File: src/rtl/rv_decode_pkg.sv
// ============================================================================
// Module  : rv_decode_pkg
// Brief   : Shared types and constants for the rv_decode_issue front end:
//           op_e codes, opcode/funct constants, the decoded_t FIFO payload and
//           immediate-extraction helpers.
//           The M-extension funct3 constants only exist when RV_MEXT_EN is
//           defined.
// Revision: 1.0 - initial release
// ============================================================================
`default_nettype none

package rv_decode_pkg;

  // Internal width of the pc/imm payload; the top slices this to XLEN.
  localparam int DATA_XLEN = 64;

  typedef enum logic [5:0] {
    OP_ILLEGAL = 6'd0,
    OP_ADD, OP_SUB, OP_XOR, OP_OR, OP_AND,
    OP_ADDW, OP_SUBW,
    OP_ADDI, OP_SLTI, OP_XORI, OP_ORI, OP_ANDI,
    OP_SLLI, OP_SRLI, OP_SRAI,
    OP_ADDIW, OP_SLLIW, OP_SRLIW, OP_SRAIW,
    OP_LUI, OP_AUIPC, OP_JAL, OP_JALR,
    OP_MUL, OP_DIV, OP_DIVU, OP_REM, OP_REMU,
    OP_MULW, OP_DIVW, OP_DIVUW, OP_REMW, OP_REMUW
  } op_e;

  localparam logic [6:0] OPC_OP        = 7'h33;
  localparam logic [6:0] OPC_OP_32     = 7'h3B;
  localparam logic [6:0] OPC_OP_IMM    = 7'h13;
  localparam logic [6:0] OPC_OP_IMM_32 = 7'h1B;
  localparam logic [6:0] OPC_LUI       = 7'h37;
  localparam logic [6:0] OPC_AUIPC     = 7'h17;
  localparam logic [6:0] OPC_JAL       = 7'h6F;
  localparam logic [6:0] OPC_JALR      = 7'h67;

  localparam logic [2:0] F3_ADD = 3'd0;
  localparam logic [2:0] F3_SLL = 3'd1;
  localparam logic [2:0] F3_SLT = 3'd2;
  localparam logic [2:0] F3_XOR = 3'd4;
  localparam logic [2:0] F3_SR  = 3'd5;
  localparam logic [2:0] F3_OR  = 3'd6;
  localparam logic [2:0] F3_AND = 3'd7;

`ifdef RV_MEXT_EN
  localparam logic [2:0] F3_MUL  = 3'd0;
  localparam logic [2:0] F3_DIV  = 3'd4;
  localparam logic [2:0] F3_DIVU = 3'd5;
  localparam logic [2:0] F3_REM  = 3'd6;
  localparam logic [2:0] F3_REMU = 3'd7;
`endif

  localparam logic [6:0] F7_BASE   = 7'h00;
  localparam logic [6:0] F7_ALT    = 7'h20;
  localparam logic [6:0] F7_MULDIV = 7'h01;
  localparam logic [5:0] F6_LOGIC  = 6'h00;
  localparam logic [5:0] F6_ARITH  = 6'h10;

  typedef struct packed {
    op_e                  op;
    logic [4:0]           rd;
    logic [4:0]           rs1;
    logic [4:0]           rs2;
    logic [DATA_XLEN-1:0] imm;
    logic [DATA_XLEN-1:0] pc;
    logic                 wr_en;
    logic                 illegal;
  } decoded_t;

  function automatic logic [DATA_XLEN-1:0] imm_i(input logic [31:0] insn);
    return {{(DATA_XLEN-12){insn[31]}}, insn[31:20]};
  endfunction

  function automatic logic [DATA_XLEN-1:0] imm_u(input logic [31:0] insn);
    return {{(DATA_XLEN-32){insn[31]}}, insn[31:12], 12'h000};
  endfunction

  function automatic logic [DATA_XLEN-1:0] imm_j(input logic [31:0] insn);
    return {{(DATA_XLEN-21){insn[31]}}, insn[31], insn[19:12], insn[20],
            insn[30:21], 1'b0};
  endfunction

endpackage

`default_nettype wire

File: src/rtl/rv_issue_fifo.sv
// ============================================================================
// Module  : rv_issue_fifo
// Brief   : DEPTH-entry FIFO of decoded_t with synchronous flush. The head is
//           presented combinationally from storage (zero when empty); a full
//           FIFO never accepts a push, even alongside a pop.
// Revision: 1.0 - initial release
// ============================================================================
`default_nettype none

module rv_issue_fifo
  import rv_decode_pkg::*;
#(
  parameter int DEPTH = 2
) (
  input  logic     clk,
  input  logic     rst_n,
  input  logic     flush,
  input  logic     i_push,
  input  decoded_t i_wdata,
  input  logic     i_pop,
  output decoded_t o_head,
  output logic     o_valid,
  output logic     o_ready
);

  localparam int PTR_W = $clog2(DEPTH);
  localparam int CNT_W = PTR_W + 1;
  localparam logic [CNT_W-1:0] C_DEPTH = CNT_W'(DEPTH);

  if ((DEPTH < 2) || ((DEPTH & (DEPTH - 1)) != 0)) begin : g_bad_depth
    $error("rv_issue_fifo: DEPTH must be a power of 2 and at least 2");
  end

  decoded_t         r_mem [DEPTH];
  logic [PTR_W-1:0] r_wptr;
  logic [PTR_W-1:0] r_rptr;
  logic [CNT_W-1:0] r_count;

  logic w_push;
  logic w_pop;

  assign o_valid = (r_count != '0);
  assign o_ready = (r_count < C_DEPTH);
  assign w_push  = i_push && o_ready;
  assign w_pop   = i_pop && o_valid;
  assign o_head  = o_valid ? r_mem[r_rptr] : '0;

  // Pointer and occupancy bookkeeping; flush overrides any push or pop.
  always_ff @(posedge clk or negedge rst_n) begin
    if (!rst_n) begin
      r_wptr  <= '0;
      r_rptr  <= '0;
      r_count <= '0;
    end else if (flush) begin
      r_wptr  <= '0;
      r_rptr  <= '0;
      r_count <= '0;
    end else begin
      if (w_push) r_wptr <= r_wptr + PTR_W'(1);
      if (w_pop)  r_rptr <= r_rptr + PTR_W'(1);
      case ({w_push, w_pop})
        2'b10:   r_count <= r_count + CNT_W'(1);
        2'b01:   r_count <= r_count - CNT_W'(1);
        default: r_count <= r_count;
      endcase
    end
  end

  // Entry storage; contents are don't-care until the count covers them.
  always_ff @(posedge clk) begin
    if (w_push && !flush) r_mem[r_wptr] <= i_wdata;
  end

endmodule

`default_nettype wire

File: src/rtl/rv_decode_issue.sv
// ============================================================================
// Module  : rv_decode_issue
// Brief   : RV64IM decode/issue stage. Decodes raw instruction words into
//           op/rd/rs1/rs2/imm, buffers them in rv_issue_fifo and issues them
//           over a valid/ready handshake, counting issued and illegal entries.
//           Optional macro RV_MEXT_EN enables mul/div/rem (and W forms);
//           without it those encodings decode as OP_ILLEGAL.
// Revision: 1.0 - initial release
// ============================================================================
`default_nettype none

module rv_decode_issue
  import rv_decode_pkg::*;
#(
  parameter int DEPTH = 2,
  parameter int XLEN  = 64,
  parameter int CNT_W = 32
) (
  input  logic             clk,
  input  logic             rst_n,
  input  logic             flush,
  input  logic             in_valid,
  output logic             in_ready,
  input  logic [31:0]      in_insn,
  input  logic [XLEN-1:0]  in_pc,
  output logic             out_valid,
  input  logic             out_ready,
  output logic [5:0]       out_op,
  output logic [4:0]       out_rd,
  output logic [4:0]       out_rs1,
  output logic [4:0]       out_rs2,
  output logic [XLEN-1:0]  out_imm,
  output logic [XLEN-1:0]  out_pc,
  output logic             out_wr_en,
  output logic             out_illegal,
  output logic [CNT_W-1:0] issued_cnt,
  output logic [CNT_W-1:0] illegal_cnt
);

  decoded_t         w_dec;
  decoded_t         w_head;
  logic [2:0]       w_f3;
  logic [6:0]       w_f7;
  logic [5:0]       w_f6;
  logic             w_pop;
  logic [CNT_W-1:0] r_issued;
  logic [CNT_W-1:0] r_illegal;

  assign w_f3 = in_insn[14:12];
  assign w_f7 = in_insn[31:25];
  assign w_f6 = in_insn[31:26];

  // Combinational decode of the incoming word; register fields are always
  // extracted raw so illegal entries still carry them downstream.
  always_comb begin
    w_dec     = '0;
    w_dec.op  = OP_ILLEGAL;
    w_dec.rd  = in_insn[11:7];
    w_dec.rs1 = in_insn[19:15];
    w_dec.rs2 = in_insn[24:20];
    w_dec.pc  = DATA_XLEN'(in_pc);
    case (in_insn[6:0])
      OPC_OP: begin
        if (w_f7 == F7_BASE) begin
          case (w_f3)
            F3_ADD:  w_dec.op = OP_ADD;
            F3_XOR:  w_dec.op = OP_XOR;
            F3_OR:   w_dec.op = OP_OR;
            F3_AND:  w_dec.op = OP_AND;
            default: w_dec.op = OP_ILLEGAL;
          endcase
        end else if ((w_f7 == F7_ALT) && (w_f3 == F3_ADD)) begin
          w_dec.op = OP_SUB;
        end
`ifdef RV_MEXT_EN
        else if (w_f7 == F7_MULDIV) begin
          case (w_f3)
            F3_MUL:  w_dec.op = OP_MUL;
            F3_DIV:  w_dec.op = OP_DIV;
            F3_DIVU: w_dec.op = OP_DIVU;
            F3_REM:  w_dec.op = OP_REM;
            F3_REMU: w_dec.op = OP_REMU;
            default: w_dec.op = OP_ILLEGAL;
          endcase
        end
`endif
      end
      OPC_OP_32: begin
        if ((w_f7 == F7_BASE) && (w_f3 == F3_ADD)) begin
          w_dec.op = OP_ADDW;
        end else if ((w_f7 == F7_ALT) && (w_f3 == F3_ADD)) begin
          w_dec.op = OP_SUBW;
        end
`ifdef RV_MEXT_EN
        else if (w_f7 == F7_MULDIV) begin
          case (w_f3)
            F3_MUL:  w_dec.op = OP_MULW;
            F3_DIV:  w_dec.op = OP_DIVW;
            F3_DIVU: w_dec.op = OP_DIVUW;
            F3_REM:  w_dec.op = OP_REMW;
            F3_REMU: w_dec.op = OP_REMUW;
            default: w_dec.op = OP_ILLEGAL;
          endcase
        end
`endif
      end
      OPC_OP_IMM: begin
        w_dec.imm = imm_i(in_insn);
        case (w_f3)
          F3_ADD: w_dec.op = OP_ADDI;
          F3_SLT: w_dec.op = OP_SLTI;
          F3_XOR: w_dec.op = OP_XORI;
          F3_OR:  w_dec.op = OP_ORI;
          F3_AND: w_dec.op = OP_ANDI;
          F3_SLL: begin
            w_dec.imm = DATA_XLEN'(in_insn[25:20]);
            if (w_f6 == F6_LOGIC) w_dec.op = OP_SLLI;
          end
          F3_SR: begin
            w_dec.imm = DATA_XLEN'(in_insn[25:20]);
            if (w_f6 == F6_LOGIC)      w_dec.op = OP_SRLI;
            else if (w_f6 == F6_ARITH) w_dec.op = OP_SRAI;
          end
          default: w_dec.op = OP_ILLEGAL;
        endcase
      end
      OPC_OP_IMM_32: begin
        // W shifts take a 5-bit shamt; insn[25] set is therefore illegal.
        case (w_f3)
          F3_ADD: begin
            w_dec.imm = imm_i(in_insn);
            w_dec.op  = OP_ADDIW;
          end
          F3_SLL: begin
            w_dec.imm = DATA_XLEN'(in_insn[24:20]);
            if (w_f7 == F7_BASE) w_dec.op = OP_SLLIW;
          end
          F3_SR: begin
            w_dec.imm = DATA_XLEN'(in_insn[24:20]);
            if (w_f7 == F7_BASE)     w_dec.op = OP_SRLIW;
            else if (w_f7 == F7_ALT) w_dec.op = OP_SRAIW;
          end
          default: w_dec.op = OP_ILLEGAL;
        endcase
      end
      OPC_LUI: begin
        w_dec.imm = imm_u(in_insn);
        w_dec.op  = OP_LUI;
      end
      OPC_AUIPC: begin
        w_dec.imm = imm_u(in_insn);
        w_dec.op  = OP_AUIPC;
      end
      OPC_JAL: begin
        w_dec.imm = imm_j(in_insn);
        w_dec.op  = OP_JAL;
      end
      OPC_JALR: begin
        w_dec.imm = imm_i(in_insn);
        if (w_f3 == F3_ADD) w_dec.op = OP_JALR;
      end
      default: w_dec.op = OP_ILLEGAL;
    endcase
    w_dec.illegal = (w_dec.op == OP_ILLEGAL);
    w_dec.wr_en   = !w_dec.illegal && (w_dec.rd != 5'd0);
    if (w_dec.illegal) w_dec.imm = '0;
  end

  rv_issue_fifo #(
    .DEPTH (DEPTH)
  ) u_fifo (
    .clk     (clk),
    .rst_n   (rst_n),
    .flush   (flush),
    .i_push  (in_valid),
    .i_wdata (w_dec),
    .i_pop   (out_ready),
    .o_head  (w_head),
    .o_valid (out_valid),
    .o_ready (in_ready)
  );

  assign out_op      = w_head.op;
  assign out_rd      = w_head.rd;
  assign out_rs1     = w_head.rs1;
  assign out_rs2     = w_head.rs2;
  assign out_imm     = w_head.imm[XLEN-1:0];
  assign out_pc      = w_head.pc[XLEN-1:0];
  assign out_wr_en   = w_head.wr_en;
  assign out_illegal = w_head.illegal;

  // A flushed pop never reaches the executer, so it is not counted.
  assign w_pop = out_valid && out_ready && !flush;

  // Free-running statistics; wrap naturally at 2^CNT_W.
  always_ff @(posedge clk or negedge rst_n) begin
    if (!rst_n) begin
      r_issued  <= '0;
      r_illegal <= '0;
    end else if (w_pop) begin
      r_issued <= r_issued + CNT_W'(1);
      if (w_head.illegal) r_illegal <= r_illegal + CNT_W'(1);
    end
  end

  assign issued_cnt  = r_issued;
  assign illegal_cnt = r_illegal;

endmodule

`default_nettype wire
File: config.mk
export PLATFORM = sky130hd
export DESIGN_NAME = rv_decode_issue
export DESIGN_NICKNAME = d
export VERILOG_FILES = /design/src/rtl/rv_decode_pkg.sv /design/src/rtl/rv_issue_fifo.sv /design/src/rtl/rv_decode_issue.sv
export SDC_FILE = /design/constraint.sdc
export NUM_CORES = 1
export LEC_CHECK = 0
export ABC_CLOCK_PERIOD_IN_PS = 11100
export BUFFER_PORTS_ARGS = -buffer_cell sky130_fd_sc_hd__buf_2
export CORE_MARGIN = 5
export CORE_UTILIZATION = 40
export DETAILED_ROUTE_END_ITERATION = 12
export SLEW_MARGIN = 15
export SYNTH_ARGS = -nofsm -noshare
export SYNTH_HDL_FRONTEND = slang
export SYNTH_SLANG_ARGS = --single-unit
File: constraint.sdc
create_clock -name clk -period 11.1 [get_ports clk]
set_clock_uncertainty 0.1 [all_clocks]
set_input_delay 1.11 -clock clk [delete_from_list [all_inputs] [get_ports clk]]
set_output_delay 1.11 -clock clk [all_outputs]
set_load 0.005 [all_outputs]
==> metrics.md <==
| Metric | Value |
|---|---|
| Total wire length | 29800 µm |
| PostCTS Resize Cnt | 0 |
| Initial Util | 0.402 |
| Mapped Nets | ~1100 |
| Nets@finish | 1345 |
| Min-delay src | illegal_cnt[31] |
| Cell area power density | 167 nW/µm² |
| Top delay family on crit path | buffers and inverters |
| Initial antenna violation count | 2 |
| CTS max path bufs | 3 |
| Buf/Inv on CP | 3 |
| Slowest stage delay, CP | 890 ps |
| Worst r2r path cells | 7 |
| Logic pwr share | 0.094 |
| Met3 WL | 1800 µm |
| Final setup viols | 0 |
| DRT iter0 DRCs | 333 |
| Crit-path cells | nor2_4 -> buf_4 -> nor2_1 -> buf_4 -> buf_2 |
| H-Tree Depth | 2 |
| GRT Total Usage | 0.157 |
| Status | complete, no violations |
| Worst Tran Pin Value | slightly above 1000 ps |
| Unique masters post-synth | 54 |
| Psw | 592 µW |
| Max Fclk | between 200 and 250 MHz |
| DIE WIDTH | ~190 µm |
| Root Buffer | clkbuf_16 |
| Wire length per cell | ~17 µm |
| Detailed Place HPWL | 19700 µm |
| Critical Path Fanout Max | 84 |
| CTS clock-pin slew for the worst setup and hold paths | about 60 ps |
| Inserted Clock Buffers | 35 |
| Clock latency on the worst-skew pair | between 400 and 500 ps |
| Hold Path Stages | 1 |
| Finished Core Util | 0.492 |
| Total power | 2.66 mW |
| Crit share post-route | 0.395 |
| Kind of end point of the critical path | output pin |
| Sequential power share | 0.488 |
| M1 WL | 12800 µm |
| Sink Count | around 300 |
| Number of global-route vias before repair | 8249 |
| Asr flop ratio synth | 0.224 |
| Hold Crit Class | register to register |
| Post-CTS Setup Repair Bufs | 0 |
| Mapped Area | approximately 13000 µm² |
| DIE AREA | 36100 µm² |
| First-pass GRT wire length | 45500 µm |
| Critical Path RT | 9890 ps |
| Via Count | ~8300 |
| Crit path launch | u_fifo.r_count[0] |
| Sequential-to-total area share from yosys stat | 0.677 |
| Primary FF master, synth | edfxtp_1 |
| Routed Antenna Nets | 0 |
| Rel. slew slack | 0.320 |
| Placed cells | 1647 |
| Most common cell on crit path | buf_4 |
| Met2 WL post-DR | approximately 14000 µm |
| GRT overflow | 0 |
| WHS Endpoint | illegal_cnt[31] |
| Share of total power in the clock network | 0.418 |
| Clock tree from TritonCTS | built |
| Final Hold Fails | 0 |
| RSZ-0062 raised after global routing | false |
| Number of max-cap violations | 0 |
| EDFF count, synth | 236 |
| Vias per cell | 4.85 |
| Crit Path Class | register to output pin |
| Lkg Pwr | about 6.6 nW |
| Final min period | 4380 ps |
| Slowest stage cell, crit path | buf_4 |
| Max-slew violation count | 0 |
| Critical Path AT | 3170 ps |
| Post-CTS Hold Fix Bufs | 0 |
| Die H | 190 µm |
| FF-to-FF End | illegal_cnt[25] |
| Worst R2R Start | u_fifo.r_rptr |
| Synthesis warning total | 0 |
| Layout cells sized above 1 | 0.307 |
| Max VDD drop | 0.0000993 V |
| Int Power | roughly 2.1 mW |
| Reg2Reg Setup Slack | 7570 ps |
| Core area | about 32000 µm² |
| Post-synthesis instance total | 952 |
| Port Buffers | 316 |
| # DRC | 0 |
| I/O pin count | 318 |
| RD Place Congestion | approximately 0.8 |
| FP Rows | 66 |
| DR top layer | met5 |
| Synth Register Bits | 304 |
| Final std cells w/o fill | 1710 |
| Switching part of the total | 0.223 |
| Fin Setup TNS | 0 ps |
| Largest net degree at the start of global routing | 85 |
| Syn avg cell area | 13.6 µm² |
| Layout overhead on the synthesized area | 22.5% |
| Dpl cell area | 14800 µm² |
| Total iterations of the first detailed-routing run | 5 |
| Cell area after layout | 15900 µm² |
| Startpoint Class | register |
==> metal layers <==
layer | vias to the layer above | global-route usage
met4 | 2 | 0.0473
met1 | 4031 | 0.209
met3 | 47 | 0.0347
met2 | 245 | 0.260
met5 | - | 0
li1 | 3966 | -
==> sequential cells by signal (all words and copies together) (netlist names) <==
name            flops
u_fifo.r_count      2
illegal_cnt        32
u_fifo.r_mem      236
u_fifo.r_rptr       1
issued_cnt         32
u_fifo.r_wptr       1
==> area by class of cell <==
class / instances / area, µm²
diodes: 2 / 5.00
clock buffers: 49 / 991
clock inverters: 12 / 129
fillers: 2909 / 16400
inverters: 13 / 48.8
multi-input cells: 562 / 3710
flip-flops and latches: 304 / 8790
well taps: 442 / 553
repair buffers: 326 / 1660
==> power by group through the flow <==
stage          clock (mW)  combinational, mW  sequential, mW
2_1_floorplan           0              0.143            1.33
3_3_place_gp            0              0.255            1.32
6_report             1.11              0.249            1.30
5_1_grt              1.20              0.276            1.30
3_5_place_dp            0              0.256            1.32
4_1_cts              1.15              0.257            1.30
==> cell families (layout without fill, tap and decap cells) <==
group | count (synthesis) | in the layout | share of synthesized area
other | 1 | 3 | 0.000289
multiplexers | 120 | 120 | 0.0928
flip-flops | 304 | 304 | 0.677
XOR/XNOR | 66 | 66 | 0.0446
buffers and inverters | 86 | 400 | 0.0376
AO/OA/AOI/OAI | 51 | 51 | 0.0238
adder cells (fa/ha/maj) | 2 | 2 | 0.00193
AND/OR/NAND/NOR | 322 | 322 | 0.122
==> how the worst max path moves through the flow <==
| stage | endpoint | slack [ps] | cells past startpoint |
|---|---|---|---|
| 4_1_cts | out_imm[35] | 6600 | 5 |
| 5_1_grt | out_imm[35] | 6420 | 5 |
| 6_report | out_imm[48] | 6720 | 5 |
| 3_3_place_gp | out_imm[62] | 7150 | 5 |
| 3_5_place_dp | out_imm[35] | 7150 | 5 |
| 2_1_floorplan | u_fifo.r_mem[1][0] | 370 | 2 |
==> per-stage QoR <==
step | setup WS (ps) | hold slack (ps)
finish | 6720 | 367
global route | 6420 | 380
CTS | 6600 | 370
detailed placement | 7150 | 362
global placement | 7150 | 355
floorplan | 373 | 365
==> synthesized netlist by cell type (2+ instances only) <==
cell type  count  area [µm²]
inv_1         13        48.8
nor2_1       159         597
nor3_1         5        25.0
ha_1           2        25.0
buf_2          6        30.0
clkbuf_1      23        86.3
nor2b_1        5        31.3
o21ai_0        4        20.0
buf_6          3        33.8
nand2b_1       4        25.0
and4_1         8        70.1
a21oi_1       30         150
or3_1          2        12.5
xor2_1        29         254
buf_1          5        18.8
o32ai_1        2        17.5
nor4b_4        2        47.6
edfxtp_1     236        7090
and2_1         4        25.0
nand2_1       62         233
nand3_1       22         110
o21bai_1       2        15.0
nor3b_1        6        45.0
nor3_2         3        30.0
mux2_2         2        22.5
and3_1        10        62.6
buf_4         36         270
dfrtp_1       68        1700
and4b_1        4        40.0
nor4_1         2        12.5
nor3b_2        2        25.0
mux2i_1      118        1180
and3b_1        2        17.5
xnor2_1       37         324
a21o_1         2        15.0
o211ai_1       2        15.0
nand4_1       13        81.3
==> worst reg2reg max path: stages, from the launching register on <==
cell and delay (ps):
dfrtp_4 550, buf_4 800, mux2i_1 370, nor4_4 480, and4_1 430, nor4b_4 380, nand4_1 160, xnor2_1 140
==> cells in the final DEF (no fill, tap or decap), types with 5 or more instances in the layout <==
cell type    n
a21oi_1     30
buf_2      316
edfxtp_1   236
clkbuf_16   37
clkinv_1     5
xnor2_1     37
nand3_1     22
inv_1       13
and4_1       8
nor3b_1      5
mux2i_1    118
xor2_1      29
clkbuf_1    10
nand4_1     13
dfrtp_1     67
nor2b_1      5
nor2_1     158
buf_4       10
and3_1      10
nand2_1     62
No activity file was read; power rests on OpenSTA's default activity.
